`src/rtl/crossbar_buffered.sv`:
```
// crossbar_buffered
//
// Switch-traversal crossbar with a 2-entry skid buffer on each output.
// Switch allocation supplies one input select per output. A valid, legal
// select copies the chosen input flit into that output's buffer. Each
// buffer drains toward its downstream link under valid/ready handshaking.
// Backpressure on one output never stalls any other output.
//
// Ports:
//   clk          rising-edge clock
//   rst_n        asynchronous active-low reset
//   data_i       flit presented by each input port
//   sel_i        input index routed to each output
//   sel_valid_i  per-output transfer request
//   ready_o      per-output buffer can accept a flit (depends on state only)
//   data_o       head flit of each output buffer
//   valid_o      data_o holds a valid flit
//   ready_i      downstream accepts data_o this cycle
//   drop_o       registered 1-cycle pulse: an illegal select was dropped
module crossbar_buffered #(
  parameter int INPUT_NUM  = 5,
  parameter int OUTPUT_NUM = 5,
  parameter int FLIT_SIZE  = 8,
  localparam int SEL_SIZE  = $clog2(INPUT_NUM)
) (
  input  logic                                 clk,
  input  logic                                 rst_n,
  input  logic [INPUT_NUM-1:0][FLIT_SIZE-1:0]  data_i,
  input  logic [OUTPUT_NUM-1:0][SEL_SIZE-1:0]  sel_i,
  input  logic [OUTPUT_NUM-1:0]                sel_valid_i,
  output logic [OUTPUT_NUM-1:0]                ready_o,
  output logic [OUTPUT_NUM-1:0][FLIT_SIZE-1:0] data_o,
  output logic [OUTPUT_NUM-1:0]                valid_o,
  input  logic [OUTPUT_NUM-1:0]                ready_i,
  output logic [OUTPUT_NUM-1:0]                drop_o
);

  // The head register is what data_o shows; the skid register holds the
  // second entry. Keeping the head in its own register lets data_o keep its
  // last value once the buffer empties.
  logic [OUTPUT_NUM-1:0][1:0]           count_q, count_d;
  logic [OUTPUT_NUM-1:0][FLIT_SIZE-1:0] head_q, head_d;
  logic [OUTPUT_NUM-1:0][FLIT_SIZE-1:0] skid_q, skid_d;
  logic [OUTPUT_NUM-1:0]                drop_q, drop_d;

  logic [OUTPUT_NUM-1:0][FLIT_SIZE-1:0] route_flit;
  logic [OUTPUT_NUM-1:0]                route_legal;
  logic [OUTPUT_NUM-1:0]                push;
  logic [OUTPUT_NUM-1:0]                pop;

  // The select is decoded by explicit comparison against every input index.
  // A select value with no matching input is therefore illegal, which only
  // happens when INPUT_NUM is not a power of two.
  always_comb begin
    route_flit  = '0;
    route_legal = '0;
    for (int o = 0; o < OUTPUT_NUM; o++) begin
      for (int i = 0; i < INPUT_NUM; i++) begin
        if (sel_i[o] == SEL_SIZE'(i)) begin
          route_flit[o]  = data_i[i];
          route_legal[o] = 1'b1;
        end
      end
    end
  end

  always_comb begin
    for (int o = 0; o < OUTPUT_NUM; o++) begin
      ready_o[o] = (count_q[o] != 2'd2);
      valid_o[o] = (count_q[o] != 2'd0);
    end
  end

  assign push   = sel_valid_i & ready_o & route_legal;
  assign pop    = valid_o & ready_i;
  assign data_o = head_q;
  assign drop_o = drop_q;

  // Per-output buffer update. A request made while the buffer is full is
  // neither a push nor a drop; the requester is expected to hold it.
  always_comb begin
    count_d = count_q;
    head_d  = head_q;
    skid_d  = skid_q;
    drop_d  = sel_valid_i & ready_o & ~route_legal;
    for (int o = 0; o < OUTPUT_NUM; o++) begin
      case (count_q[o])
        2'd0: begin
          if (push[o]) begin
            head_d[o]  = route_flit[o];
            count_d[o] = 2'd1;
          end
        end
        2'd1: begin
          if (push[o] && pop[o]) begin
            head_d[o] = route_flit[o];
          end else if (push[o]) begin
            skid_d[o]  = route_flit[o];
            count_d[o] = 2'd2;
          end else if (pop[o]) begin
            count_d[o] = 2'd0;
          end
        end
        2'd2: begin
          if (pop[o]) begin
            head_d[o]  = skid_q[o];
            count_d[o] = 2'd1;
          end
        end
        default: begin
          count_d[o] = 2'd0;
        end
      endcase
    end
  end

  always_ff @(posedge clk or negedge rst_n) begin
    if (!rst_n) begin
      count_q <= '0;
      head_q  <= '0;
      skid_q  <= '0;
      drop_q  <= '0;
    end else begin
      count_q <= count_d;
      head_q  <= head_d;
      skid_q  <= skid_d;
      drop_q  <= drop_d;
    end
  end

endmodule
```
`config.mk`:
```
export PLATFORM = sky130hd
export DESIGN_NAME = crossbar_buffered
export DESIGN_NICKNAME = d
export VERILOG_FILES = /design/src/rtl/crossbar_buffered.sv
export SDC_FILE = /design/constraint.sdc
export NUM_CORES = 1
export LEC_CHECK = 0
export CORE_UTILIZATION = 55
export DETAILED_ROUTE_END_ITERATION = 16
export GPL_TIMING_DRIVEN = 0
export PLACE_DENSITY = 0.88
export SYNTH_ARGS = -nofsm -noshare
export SYNTH_HDL_FRONTEND = slang
export SYNTH_SLANG_ARGS = --single-unit
```
`constraint.sdc`:
```
create_clock -name clk -period 3.95 [get_ports clk]
set_input_delay 1.185 -clock clk [delete_from_list [all_inputs] [get_ports clk]]
set_output_delay 1.185 -clock clk [all_outputs]
set_load 0.02 [all_outputs]
```
=== Yosys cells after proc, flatten, opt, wreduce, memory -nomap -nowiden ===
Cells that the tools add are included.

* Bits in registers: 95
* Input bits: 67
* Logic and storage cells: 226

* Eq/ne operators: 60
* Muxes and demuxes: 100
* Bitwise operators: 10
* Reduce and logical (&&, ||, !) cells: 40

{| class="wikitable"
|+ Operators by type and width
! operator !! number
|-
| $mux W8 || 40
|-
| $pmux W8 S3 || 5
|-
| $mux W2 || 25
|-
| $ne A2 B2 Y1 const B || 25
|-
| $reduce_and A4 Y1 || 10
|-
| $eq A3 B2 Y1 const B || 10
|-
| $pmux W2 S3 || 5
|-
| $mux W1 || 25
|-
| $and A5 B5 Y5 || 4
|-
| $eq A3 B1 Y1 const B || 5
|-
| $eq A3 B3 Y1 const B || 5
|-
| $logic_not A3 Y1 || 5
|-
| $ne A3 B3 Y1 const B || 5
|-
| $reduce_and A3 Y1 || 5
|-
| $reduce_bool A3 Y1 || 5
|-
| $eq A2 B1 Y1 const B || 5
|-
| $eq A2 B2 Y1 const B || 5
|-
| $logic_not A2 Y1 || 5
|-
| $reduce_bool A2 Y1 || 5
|-
| $logic_and A1 B1 Y1 || 5
|-
| $not A1 Y1 || 5
|-
| $not A5 Y5 || 1
|}

=== Logic depth before layout (Yosys ltp) ===
* Word-level depth: 10
* Gate-level depth with buffers: 6
* Depth with buffers taken out: 4

=== Worst setup path before layout ===
Ideal clock, no wire load.

* Path type: in2reg
* From: in sel_i[3] (netlist name)
* To: reg skid_q[14] (netlist name)
* Arrival time: 2.390 ns
* Setup slack: 1.436 ns
* Stages on the path: 6
* Buffers on the path: 2
* Cell sequence: buf_2 buf_2 mux2_2 a32oi_1 o21ai_0 mux2_2

* Longest elaborated chain between the ends: 10
* Elaborated cells on any way between the ends: 19
* Those cells by class: eq/ne: 4; mux: 10; bitwise: 2; reduce/logical: 3

{| class="wikitable"
|+ Ends and longest elaborated chain
! element !! line !! text
|-
| from (decl) || 29 || <nowiki>input logic [OUTPUT_NUM-1:0][SEL_SIZE-1:0] sel_i,</nowiki>
|-
| $logic_not A3 Y1 || 59 || <nowiki>if (sel_i[o] == SEL_SIZE'(i)) begin</nowiki>
|-
| $mux W1 (5 in a row) || 59 ||
|-
| $and A5 B5 Y5 || 74 || <nowiki>assign push = sel_valid_i & ready_o & route_legal;</nowiki>
|-
| $logic_and A1 B1 Y1 || 95 || <nowiki>if (push[o] && pop[o]) begin</nowiki>
|-
| $not A1 Y1 (no source line) || - ||
|-
| $reduce_and A3 Y1 (no source line) || - ||
|-
| to (signal assigned) || 126 || <nowiki>skid_q <= skid_d;</nowiki>
|-
| to (decl) || 43 || <nowiki>logic [OUTPUT_NUM-1:0][FLIT_SIZE-1:0] skid_q, skid_d;</nowiki>
|}

Parallel ways exist; a longest one is shown, timed or not.
A chain may end at the register's enable or synchronous reset.

=== Final worst setup path ===
* From: reg count_q[5] (netlist name)
* To: out ready_o[2]

* Longest elaborated chain between the ends: 1

{| class="wikitable"
|+ Ends and longest elaborated chain
! element !! line !! text
|-
| from (decl) || 41 || <nowiki>logic [OUTPUT_NUM-1:0][1:0] count_q, count_d;</nowiki>
|-
| from (signal assigned) || 124 || <nowiki>count_q <= count_d;</nowiki>
|-
| $ne A2 B2 Y1 || 69 || <nowiki>ready_o[o] = (count_q[o] != 2'd2);</nowiki>
|-
| to (decl) || 31 || <nowiki>output logic [OUTPUT_NUM-1:0] ready_o,</nowiki>
|}

Every way passes these cells.

==> flow_summary.toml <==
[clocking]
clk_latency_ns = 0.37
clockBufferDepth = 2
cts_tree = "done"
ctsHoldBuffers = 0
htree_levels = 3
cts_setup_buffers = 0
numClockSinks = 95
cts_root_buf = "clkbuf_8"
cts_buffers = 9
clkTransAtPathRegs_ns = 0.09
postCtsResizedCells = 0

[synthesis]
synth_cell_type_count = 46
yosys_warnings = 0
synthSimpleGateAreaFrac = 0.1489
yosys_most_used_dff = "dfrtp_1"
muxShareOfSynthArea = 0.1592
synth_top_area_cell = "dfrtp_1"
synth_async_sr_flop_share = 1.000
synth.ff_latch_count = 95
synth.area.top_cells = "dfrtp_1 39%, mux2i_1 8.7%, mux2_2 7.2%"
synth-edff-count = 0
synth_top_area_frac = 0.3902
synth_fa_ha_area_frac = 0
syn_area_per_cell_um2 = 9.358
synth_xor_area_frac = 0
synth_top_family_by_area = "compound AO/OA/AOI/OAI gates"
synth_compound_area_frac = 0.2563
synth_area_mm2 = 0.006092
syn_nets = 718
yosysSeqAreaShare = 0.3902
synth_cells = 651

[global_routing]
grt_overflow = 0
grt_max_degree = 52
grt_pass1_wl_um = 30270
antenna_found_initial = 0
grtUsageTotal = 0.3428
grt_pass1_vias = 5936

[sta]
fmax_ghz = 0.2790
maxSlewViolCount = 0
slew_headroom = 0.3706
worstMarginPinSlew_ns = 0.9421
setup_viol = 0
clock-skew-final_ns = 0.006754
period_minus_slack_ns = 3.584
final_hold_viol_count = 0
timing.final.crit_share = 0.9074
hold_ws_ns = 0.4872
rsz0062_at_grt = "false"

[layout]
mostFrequentLayoutCells = "114 x clkdlybuf4s50_1, 95 x dfrtp_1, 74 x nor2_1"
area_delta_synth_final_pct = 26.21
n_antenna_cell = 0
nNetsFinal = 845
n_fill_cell = 829
layout_commonest_cell = "clkdlybuf4s50_1"
multi_input_area_mm2 = 0.003438
layout.area.seq_mm2 = 0.002377
layout-drive-gt1-share = 0.1240

[floorplanning]
start_util = 0.5645
core_area_mm2 = 0.01079
die_x_um = 107.2
rows = 38
die-height_um = 107.2
die-area_mm2 = 0.01150
ios = 122

[worst_setup_path]
crit_fanout = 10
worstPathRequired_ns = 2.76
crit_chain = "nand2b_1 > clkbuf_1 > clkbuf_1 > clkdlybuf4s50_1"
critical-path-slowest-cell = "clkdlybuf4s50_1"
end_kind = "output port"
crit_type = "register to output port"
cpMostUsedCell = "clkbuf_1"
worst_setup_path_start_kind = "register"
crit_arrival_ns = 2.40
cpPeakStageDelay_ns = 0.70
r2r_slack_ns = 2.09

[drt]
via_count = 5906
dr.first_iter.drc_count = 522
drcViolationCount = 0
dr.pass1.iters = 8
wl_per_cell_um = 20.58
drt-vias-per-instance = 6.406
wl_um = 18980
antenna_left = 0

[power]
p_leak_nw = 3.313
ir_worst_vdd_mv = 0.3150
finalPower_mw = 3.576
p_per_area_mw_per_mm2 = 465.1

[outcome]
status = "finished, final reports clean"

[placement]
place_congestion = 0.9465
port_buffers = 115
hpwl_um = 13690

[flow_run]
maxCapViolations = 0

[min_path]
hold_class = "register to register"
-- routing by layer --
layer,share of wire,vias up,global-route usage,wire length (um)
met5,0,-,0,0
met4,0.046,0,0.1791,870
met3,0.082,85,0.06626,1548
met2,0.46,326,0.5433,8650
met1,0.42,2796,0.4448,7905
li1,-,2699,-,-
-- report_power, final --
group,switching (mW),leakage [nW],internal [mW]
registers,0.179,1.21,1.27
logic,0.687,1.98,0.642
clock network,0.347,0.123,0.453
total,1.21,3.31,2.36
-- state kept, by name (all words and copies together) (netlist names) --
register / flops
count_q: 10
data_o: 40
drop_o: 5
skid_q: 40
-- worst max-delay path: cells and delay by family, from the launching register on --
family | cells | cell delay [ns]
buffers and inverters | 3 | 1.46
flip-flops | 1 | 0.46
AND/OR/NAND/NOR | 1 | 0.10
-- Yosys cell counts (all sizes together) (4+ instances only) --
library cell  number
a22o              19
mux2              39
o21a               4
a31oi              4
o211ai            20
a22oi             19
nor2              76
nor2b             12
a21oi             12
o22ai              7
a221oi            24
inv               17
nor3               7
mux2i             53
nand3b            13
clkbuf            23
nand2             38
or2                8
nand3              6
dfrtp             95
buf               22
o21ai             72
nand2b            12
a32oi             19
o32ai              7
-- per-stage QoR --
stage	util	area, um^2	TNS [ns]	instances	setup slack, ns
after floorplan	-	6092	0	651	1.436
after global placement	0.6873	7418	-151.59	906	-1.603
after detailed placement	0.6897	7443	0	907	0.7443
after CTS	0.7124	7689	0	922	0.4279
after global routing	0.7124	7689	0	922	0.2539
final	0.7124	7689	0	922	0.3656
-- cells by family (layout without fill, tap and decap cells) --
family / after synthesis / in the layout
compound gates: 216 / 216
buf+inv: 63 / 194
flops: 95 / 95
mux: 92 / 92
simple gates: 185 / 185
-- cell type report --
| class | instances | area share |
|---|---|---|
| inverter | 18 | 0.008788 |
| timing repair buffer | 116 | 0.1530 |
| buffer | 45 | 0.02718 |
| clock inverter | 3 | 0.01172 |
| tap | 140 | 0.02278 |
| sequential | 95 | 0.3092 |
| clock buffer | 12 | 0.02018 |
| multi-input combinational | 493 | 0.4472 |
-- worst paths after layout --
| check | startpoint | end | cells after the start |
|---|---|---|---|
| worst min register to register | skid_q[29] | skid_q[29] | 2 |
| worst max register to register | count_q[5] | data_o[18] | 5 |
| min in group asynchronous | rst_n | count_q[7] | 1 |
| worst min-delay path | skid_q[29] | skid_q[29] | 2 |
| max in group asynchronous | rst_n | skid_q[3] | 2 |
| worst max-delay path | count_q[5] | ready_o[2] | 4 |
No activity file was read; power rests on OpenSTA's default activity.
